**src/rtl/game_judge.sv**
```systemverilog
`default_nettype none
// =====================================================================
// Module  : game_judge
// Brief   : Tic-tac-toe win/draw referee; scans the 8 lines one per
//           cycle after each board change. Optional feature macro:
//           GAME_JUDGE_AUTOCLR_EN (auto-clear game_over after hold time)
// Rev     : 1.0  initial release
// =====================================================================
module game_judge #(
    parameter int SCORE_W     = 8,
    parameter int HOLD_CYCLES = 75000000
) (
    input  logic               pclk,
    input  logic               rst,
    input  logic [8:0]         square1to9,
    input  logic [8:0]         square1to9_color,
    input  logic               clr_game,
    input  logic               clr_score,
    output logic               busy,
    output logic               result_valid,
    output logic               game_over,
    output logic [1:0]         winner,
    output logic [2:0]         win_line,
    output logic [SCORE_W-1:0] score_p0,
    output logic [SCORE_W-1:0] score_p1
);

    localparam logic [1:0] ST_IDLE    = 2'd0;
    localparam logic [1:0] ST_SCAN    = 2'd1;
    localparam logic [1:0] ST_EVAL    = 2'd2;
    localparam logic [8:0] FULL_BOARD = 9'h1FF;
    localparam logic [2:0] LAST_LINE  = 3'd7;

    logic [1:0]         state_q, state_d;
    logic [8:0]         occ_in_q, col_in_q;
    logic [8:0]         snap_occ_q, snap_col_q;
    logic [2:0]         line_q;
    logic               found_q, found_owner_q;
    logic [2:0]         found_line_q;
    logic               rv_q, go_q;
    logic [1:0]         winner_q;
    logic [2:0]         win_line_q;
    logic [SCORE_W-1:0] score0_q, score0_d, score1_q, score1_d;

    logic               w_change, w_clr, w_auto_clr;
    logic               w_capture, w_scan, w_eval, w_set_over;
    logic [8:0]         w_mask;
    logic               w_line_won, w_line_owner;

    function automatic logic [8:0] line_mask(input logic [2:0] idx);
        logic [8:0] m;
        case (idx)
            3'd0:    m = 9'b000_000_111;
            3'd1:    m = 9'b000_111_000;
            3'd2:    m = 9'b111_000_000;
            3'd3:    m = 9'b001_001_001;
            3'd4:    m = 9'b010_010_010;
            3'd5:    m = 9'b100_100_100;
            3'd6:    m = 9'b100_010_001;
            default: m = 9'b001_010_100;
        endcase
        return m;
    endfunction

    // Colour inputs are stored pre-masked, so unoccupied squares never count as a change
    assign w_change     = {occ_in_q, col_in_q} != {snap_occ_q, snap_col_q};
    assign w_clr        = clr_game | w_auto_clr;
    assign w_mask       = line_mask(line_q);
    assign w_line_owner = (snap_col_q & w_mask) == w_mask;
    assign w_line_won   = ((snap_occ_q & w_mask) == w_mask) &&
                          (w_line_owner || ((snap_col_q & w_mask) == 9'd0));
    assign w_set_over   = w_eval && (found_q || (snap_occ_q == FULL_BOARD));

    always_ff @(posedge pclk) begin
        if (rst) begin
            state_q <= ST_IDLE;
        end else begin
            state_q <= state_d;
        end
    end

    always_comb begin
        state_d = state_q;
        case (state_q)
            ST_IDLE: if (w_capture) state_d = ST_SCAN;
            ST_SCAN: if (!w_change && (line_q == LAST_LINE)) state_d = ST_EVAL;
            ST_EVAL: state_d = ST_IDLE;
            default: state_d = ST_IDLE;
        endcase
        if (w_clr) state_d = ST_IDLE;
    end

    always_comb begin
        w_capture = 1'b0;
        w_scan    = 1'b0;
        w_eval    = 1'b0;
        case (state_q)
            ST_IDLE: w_capture = w_change && !go_q;
            ST_SCAN: begin
                w_capture = w_change;
                w_scan    = !w_change;
            end
            ST_EVAL: w_eval = !w_clr;
            default: ;
        endcase
    end

    assign busy = (state_q != ST_IDLE);

    always_ff @(posedge pclk) begin
        if (rst) begin
            occ_in_q      <= '0;
            col_in_q      <= '0;
            snap_occ_q    <= '0;
            snap_col_q    <= '0;
            line_q        <= '0;
            found_q       <= 1'b0;
            found_owner_q <= 1'b0;
            found_line_q  <= '0;
            rv_q          <= 1'b0;
            go_q          <= 1'b0;
            winner_q      <= '0;
            win_line_q    <= '0;
        end else begin
            occ_in_q <= square1to9;
            col_in_q <= square1to9_color & square1to9;
            rv_q     <= w_eval;
            if (w_capture) begin
                snap_occ_q <= occ_in_q;
                snap_col_q <= col_in_q;
                line_q     <= '0;
                found_q    <= 1'b0;
            end else if (w_scan) begin
                line_q <= line_q + 3'd1;
                if (w_line_won && !found_q) begin
                    found_q       <= 1'b1;
                    found_line_q  <= line_q;
                    found_owner_q <= w_line_owner;
                end
            end
            if (w_set_over) begin
                go_q <= 1'b1;
                if (found_q) begin
                    winner_q   <= found_owner_q ? 2'b10 : 2'b01;
                    win_line_q <= found_line_q;
                end else begin
                    winner_q <= 2'b11;
                end
            end
            if (w_clr) begin
                snap_occ_q <= '0;
                snap_col_q <= '0;
                go_q       <= 1'b0;
                winner_q   <= '0;
                win_line_q <= '0;
            end
        end
    end

    // Saturating scores; a same-cycle clear wins over the increment
    always_comb begin
        score0_d = score0_q;
        score1_d = score1_q;
        if (clr_score) begin
            score0_d = '0;
            score1_d = '0;
        end else if (w_eval && found_q) begin
            if (found_owner_q) begin
                if (score1_q != '1) score1_d = score1_q + SCORE_W'(1);
            end else begin
                if (score0_q != '1) score0_d = score0_q + SCORE_W'(1);
            end
        end
    end

    always_ff @(posedge pclk) begin
        if (rst) begin
            score0_q <= '0;
            score1_q <= '0;
        end else begin
            score0_q <= score0_d;
            score1_q <= score1_d;
        end
    end

`ifdef GAME_JUDGE_AUTOCLR_EN
    localparam int                HOLD_W    = (HOLD_CYCLES > 1) ? $clog2(HOLD_CYCLES) : 1;
    localparam logic [HOLD_W-1:0] HOLD_LOAD = HOLD_W'(HOLD_CYCLES - 1);

    logic [HOLD_W-1:0] hold_q;
    logic              hold_run_q;

    always_ff @(posedge pclk) begin
        if (rst) begin
            hold_q     <= '0;
            hold_run_q <= 1'b0;
        end else if (w_clr) begin
            hold_run_q <= 1'b0;
        end else if (w_set_over) begin
            hold_q     <= HOLD_LOAD;
            hold_run_q <= 1'b1;
        end else if (hold_run_q) begin
            hold_q <= hold_q - HOLD_W'(1);
        end
    end

    assign w_auto_clr = hold_run_q && (hold_q == '0);
`else
    // Hold time has no effect without auto-clear; this expression is constant 0
    assign w_auto_clr = (HOLD_CYCLES < 0);
`endif

    assign result_valid = rv_q;
    assign game_over    = go_q;
    assign winner       = winner_q;
    assign win_line     = win_line_q;
    assign score_p0     = score0_q;
    assign score_p1     = score1_q;

endmodule
`default_nettype wire

```
**config.mk**
```make
export PLATFORM = sky130hd
export DESIGN_NAME = game_judge
export DESIGN_NICKNAME = d
export VERILOG_FILES = /design/src/rtl/game_judge.sv
export SDC_FILE = /design/constraint.sdc
export NUM_CORES = 1
export LEC_CHECK = 0
export ABC_CLOCK_PERIOD_IN_PS = 7000
export BUFFER_PORTS_ARGS = -buffer_cell sky130_fd_sc_hd__buf_2
export CAP_MARGIN = 10
export CORE_AREA = 10 10 83 85
export CTS_CLUSTER_SIZE = 12
export DETAILED_ROUTE_END_ITERATION = 10
export DIE_AREA = 0 0 93 95
export GPL_TIMING_DRIVEN = 0
export MAX_ROUTING_LAYER = met4
export PLACE_DENSITY = 0.88
export SLEW_MARGIN = 10
export SYNTH_ARGS = -nofsm -noshare
export SYNTH_HDL_FRONTEND = slang
export SYNTH_SLANG_ARGS = --single-unit
```
**constraint.sdc**
```tcl
create_clock -name pclk -period 7 [get_ports pclk]
set_input_delay 0.35 -clock pclk [delete_from_list [all_inputs] [get_ports pclk]]
set_output_delay 0.35 -clock pclk [all_outputs]
set_load 0.02 [all_outputs]
```
==> metrics.txt <==
# TYPE chip_impl_metric gauge
chip_impl_info{name="yosys-top-cells-area",value="sky130_fd_sc_hd__dfxtp_1, sky130_fd_sc_hd__mux2i_1, sky130_fd_sc_hd__xor2_1"} 1
chip_impl_metric{name="fmax",unit="MHz"} 308
chip_impl_metric{name="clock_latency",unit="ps"} 350
chip_impl_info{name="unrepaired_setup_endpoints_after_global_routing",value="no"} 1
chip_impl_metric{name="dp_hpwl",unit="um"} 5230
chip_impl_metric{name="grt_first_pass_wirelength",unit="um"} 12000
chip_impl_metric{name="gr-total-overflow",unit=""} 0
chip_impl_metric{name="asyncSetResetFlopFracSynth",unit="%"} 0
chip_impl_info{name="synth_largest_area_cell",value="sky130_fd_sc_hd__dfxtp_1"} 1
chip_impl_metric{name="routed_wl",unit="um"} 7210
chip_impl_metric{name="routed-via-count",unit=""} 2600
chip_impl_metric{name="grtUsageTotal",unit="%"} 17.4
chip_impl_info{name="path_cells",value="inv_1 -> ha_1 -> or4_4 -> o221ai_1 -> o22ai_1 -> or4_1 -> buf_2 -> or4_1 -> a21oi_1"} 1
chip_impl_metric{name="synth_area",unit="sq um"} 3080
chip_impl_metric{name="grt_pass1_vias",unit=""} 2625
chip_impl_metric{name="period_minus_slack",unit="ps"} 3240
chip_impl_metric{name="vias_per_cell",unit=""} 5.58
chip_impl_metric{name="detailedPlace.worstSlack",unit="ps"} 3860
chip_impl_metric{name="worst_path_largest_cell_delay",unit="ps"} 600
chip_impl_info{name="cts_tree",value="yes"} 1
chip_impl_metric{name="cts.clk_slew.worst_paths",unit="ps"} 80
chip_impl_metric{name="floorplan.initialDensity",unit="%"} 57.7
chip_impl_metric{name="total_design_power",unit="uW"} 807
chip_impl_metric{name="synth_seq_area_share",unit="%"} 44.9
chip_impl_metric{name="core_area",unit="sq um"} 5340
chip_impl_metric{name="placementRows",unit=""} 27
chip_impl_metric{name="grt_antenna_before_repair",unit=""} 0
chip_impl_metric{name="grt_start_max_net_pins",unit=""} 13
chip_impl_info{name="maxUsedRoutingLayer",value="met4"} 1
chip_impl_info{name="dominantRegCellSynth",value="sky130_fd_sc_hd__dfxtp_1"} 1
chip_impl_info{name="worstSetupStartpointType",value="register"} 1
chip_impl_metric{name="synth.avg_cell_area",unit="sq um"} 9.24
chip_impl_metric{name="crit_path_max_fanout",unit=""} 9
chip_impl_info{name="clk_root_buffer_cell",value="sky130_fd_sc_hd__clkbuf_8"} 1
chip_impl_metric{name="area_growth",unit="%"} 17.5
chip_impl_metric{name="post_cts_resized",unit=""} 0
chip_impl_metric{name="drt_met1_wl",unit="um"} 2990
chip_impl_metric{name="tightestPinTransition",unit="ps"} 566
chip_impl_metric{name="placement.cell_area",unit="sq um"} 3390
chip_impl_metric{name="numCtsBuffers",unit=""} 9
chip_impl_metric{name="syn_inst",unit=""} 333
chip_impl_metric{name="final-hold-violation-count",unit=""} 0
chip_impl_metric{name="netlist-cell-type-count",unit=""} 46
chip_impl_metric{name="net_count_after_synthesis",unit=""} 363
chip_impl_metric{name="die_width",unit="um"} 93
chip_impl_metric{name="place.port_buffers",unit=""} 45
chip_impl_metric{name="synth_seq_cells",unit=""} 69
chip_impl_metric{name="worst-endpoint-required",unit="ps"} 7270
chip_impl_metric{name="wl_met3",unit="um"} 500
chip_impl_info{name="timing.critical_path.to_type",value="register"} 1
chip_impl_metric{name="cellLeakagePower",unit="nW"} 1.45
chip_impl_metric{name="cts_htree_levels",unit=""} 3
chip_impl_metric{name="cts-root-to-sink-buffers",unit=""} 2
chip_impl_metric{name="cts_hold_buffers",unit=""} 0
chip_impl_metric{name="final_antenna_net_count",unit=""} 0
chip_impl_metric{name="maxSlewHeadroom",unit="%"} 62.3
chip_impl_info{name="outcome",value="finished, final reports clean"} 1
chip_impl_metric{name="timing.clock.skew",unit="ps"} 9.49
chip_impl_metric{name="worst_ir_drop_vdd",unit="mV"} 0.171
chip_impl_metric{name="drt_first_pass_iters",unit=""} 4
chip_impl_metric{name="num-nets-final",unit=""} 419
chip_impl_info{name="critical-path-top-cell-by-count",value="sky130_fd_sc_hd__or4_1"} 1
chip_impl_info{name="min_path_type",value="in -> reg"} 1
chip_impl_metric{name="synth-edff-count",unit=""} 0
chip_impl_metric{name="chipHeight",unit="um"} 95
chip_impl_metric{name="cts.sink_count",unit=""} 69
chip_impl_metric{name="cap_violations",unit=""} 0
chip_impl_metric{name="power_density",unit="nW/um^2"} 223
chip_impl_metric{name="layout-drive-gt1-share",unit="%"} 18.5
chip_impl_metric{name="setup_viol",unit=""} 0
chip_impl_metric{name="route.detailed.drc",unit=""} 0
chip_impl_metric{name="gp_congestion",unit=""} 0.944
chip_impl_metric{name="ioPinCount",unit=""} 46
chip_impl_metric{name="final_critical_path_setup_slack",unit="ps"} 3760
chip_impl_metric{name="area_of_the_die",unit="sq um"} 8840
chip_impl_info{name="critical_path.slowest_cell",value="sky130_fd_sc_hd__or4_4"} 1
chip_impl_metric{name="postCtsSetupBuffers",unit=""} 0
chip_impl_metric{name="synthDominantCellAreaShare",unit="%"} 44.9
chip_impl_metric{name="antenna-diode-count",unit=""} 0
chip_impl_metric{name="drt_wl_cell",unit="um"} 15.5
chip_impl_metric{name="yosysWarningCount",unit=""} 0
chip_impl_metric{name="critical_path_arrival",unit="ps"} 3520
chip_impl_metric{name="fin_crit_sh",unit="%"} 46.3
chip_impl_metric{name="final-max-slew-violation-count",unit=""} 0
chip_impl_metric{name="dr_wl_met2",unit="um"} 3580
chip_impl_metric{name="totalNegativeSetupSlack",unit="ps"} 0
chip_impl_metric{name="drt-initial-drc-count",unit=""} 197
chip_impl_metric{name="post-route-cell-area",unit="sq um"} 3620
chip_impl_info{name="path_class",value="reg -> reg"} 1
where the power goes:
| part | leakage (nW) | switching, mW | internal, mW |
|---|---|---|---|
| sequential | 0.561 | 0.00709 | 0.400 |
| combinational | 0.774 | 0.0201 | 0.0170 |
| clock | 0.114 | 0.152 | 0.212 |
| total | 1.45 | 0.179 | 0.629 |
cells in the mapped netlist, types with 7 or more instances:
cell,instances
sky130_fd_sc_hd__a21oi_1,14
sky130_fd_sc_hd__nand3_1,9
sky130_fd_sc_hd__nor2_1,41
sky130_fd_sc_hd__dfxtp_1,69
sky130_fd_sc_hd__nand2_1,10
sky130_fd_sc_hd__xor2_1,25
sky130_fd_sc_hd__ha_1,8
sky130_fd_sc_hd__inv_1,14
sky130_fd_sc_hd__mux2i_1,22
sky130_fd_sc_hd__and2_1,10
sky130_fd_sc_hd__or4_1,7
sky130_fd_sc_hd__nor2b_1,10
sky130_fd_sc_hd__nor3_1,7
area by class of cell:
| type | count | area (sq um) |
|---|---|---|
| clock buffers | 11 | 141 |
| multi-input cells | 238 | 1590 |
| plain buffers | 12 | 57.6 |
| inverters | 14 | 52.6 |
| well taps | 72 | 90.1 |
| flip-flops and latches | 69 | 1380 |
| fillers | 436 | 1720 |
| repair buffers | 45 | 225 |
| clock inverters | 5 | 82.6 |
kinds of logic after synthesis:
kind of cell | after synthesis | share of synthesized area (%)
compound gates | 47 | 9.92
flops | 69 | 44.9
simple gates | 132 | 23.0
xor+xnor | 29 | 8.25
fa+ha+maj | 8 | 3.25
mux | 22 | 7.15
buf+inv | 26 | 3.58
state kept, by name (all words and copies together), names as in the netlist, 2 cells and up:
name / count
winner: 2
score_p1: 8
line_q: 3
found_line_q: 3
snap_occ_q: 9
snap_col_q: 9
occ_in_q: 9
score_p0: 8
win_line: 3
col_in_q: 9
state_q: 2
critical path: cells and delay by family (launching register included):
| kind | cells | cell delay [ps] |
|---|---|---|
| adder cells (fa/ha/maj) | 1 | 340 |
| AO/OA/AOI/OAI | 3 | 450 |
| buffers and inverters | 2 | 350 |
| AND/OR/NAND/NOR | 3 | 1570 |
| flip-flops | 1 | 470 |
per-stage QoR:
stage | hold slack [ps] | cells | utilization [%]
6_report | 196 | 466 | 67.8
3_5_place_dp | 451 | 450 | 63.6
3_3_place_gp | 443 | 450 | 63.6
5_1_grt | 201 | 466 | 67.8
4_1_cts | 193 | 466 | 67.8
2_1_floorplan | 429 | 333 | -
metal layers:
layer | global-route usage (%) | vias to the layer above
met3 | 5.47 | 20
met1 | 19.3 | 1218
li1 | - | 1274
met4 | 7.71 | 0
met5 | - | -
met2 | 28.1 | 88
final timing paths:
check / end / cells after the start / slack (ps) / startpoint
max reg2reg: found_owner_q / 9 / 3760 / line_q[0]
min: col_in_q[2] / 2 / 200 / square1to9_color[2]
max: found_owner_q / 9 / 3760 / line_q[0]
min reg2reg: win_line[1] / 2 / 460 / win_line[1]
placed cells by master, fill, tap and decap left out, types with 2 or more instances in the layout:
cell type | netlist | routed
sky130_fd_sc_hd__nor4_1 | 5 | 5
sky130_fd_sc_hd__bufinv_16 | 0 | 2
sky130_fd_sc_hd__o21a_1 | 3 | 3
sky130_fd_sc_hd__a21oi_1 | 14 | 14
sky130_fd_sc_hd__and3_1 | 4 | 4
sky130_fd_sc_hd__nor2b_1 | 10 | 10
sky130_fd_sc_hd__dfxtp_1 | 69 | 69
sky130_fd_sc_hd__or4_1 | 7 | 7
sky130_fd_sc_hd__o22ai_1 | 3 | 3
sky130_fd_sc_hd__or3_1 | 6 | 6
sky130_fd_sc_hd__a31oi_1 | 6 | 6
sky130_fd_sc_hd__xnor2_1 | 4 | 4
sky130_fd_sc_hd__ha_1 | 8 | 8
sky130_fd_sc_hd__o211ai_1 | 2 | 2
sky130_fd_sc_hd__or2b_1 | 2 | 2
sky130_fd_sc_hd__nand4_1 | 6 | 6
sky130_fd_sc_hd__and2_1 | 10 | 10
sky130_fd_sc_hd__nand2_1 | 10 | 10
sky130_fd_sc_hd__o21ai_0 | 5 | 5
sky130_fd_sc_hd__nand3_1 | 9 | 9
sky130_fd_sc_hd__clkbuf_1 | 5 | 6
sky130_fd_sc_hd__buf_2 | 4 | 49
sky130_fd_sc_hd__inv_1 | 14 | 14
sky130_fd_sc_hd__or2_2 | 4 | 4
sky130_fd_sc_hd__nor2_1 | 41 | 41
sky130_fd_sc_hd__nor3b_1 | 2 | 2
sky130_fd_sc_hd__clkbuf_8 | 0 | 10
sky130_fd_sc_hd__nor3_1 | 7 | 7
sky130_fd_sc_hd__o22a_1 | 2 | 2
sky130_fd_sc_hd__xor2_1 | 25 | 25
sky130_fd_sc_hd__nand2b_1 | 4 | 4
sky130_fd_sc_hd__o31ai_1 | 4 | 4
sky130_fd_sc_hd__mux2i_1 | 22 | 22
sky130_fd_sc_hd__buf_1 | 2 | 2
(Power assumes the default switching activity.)
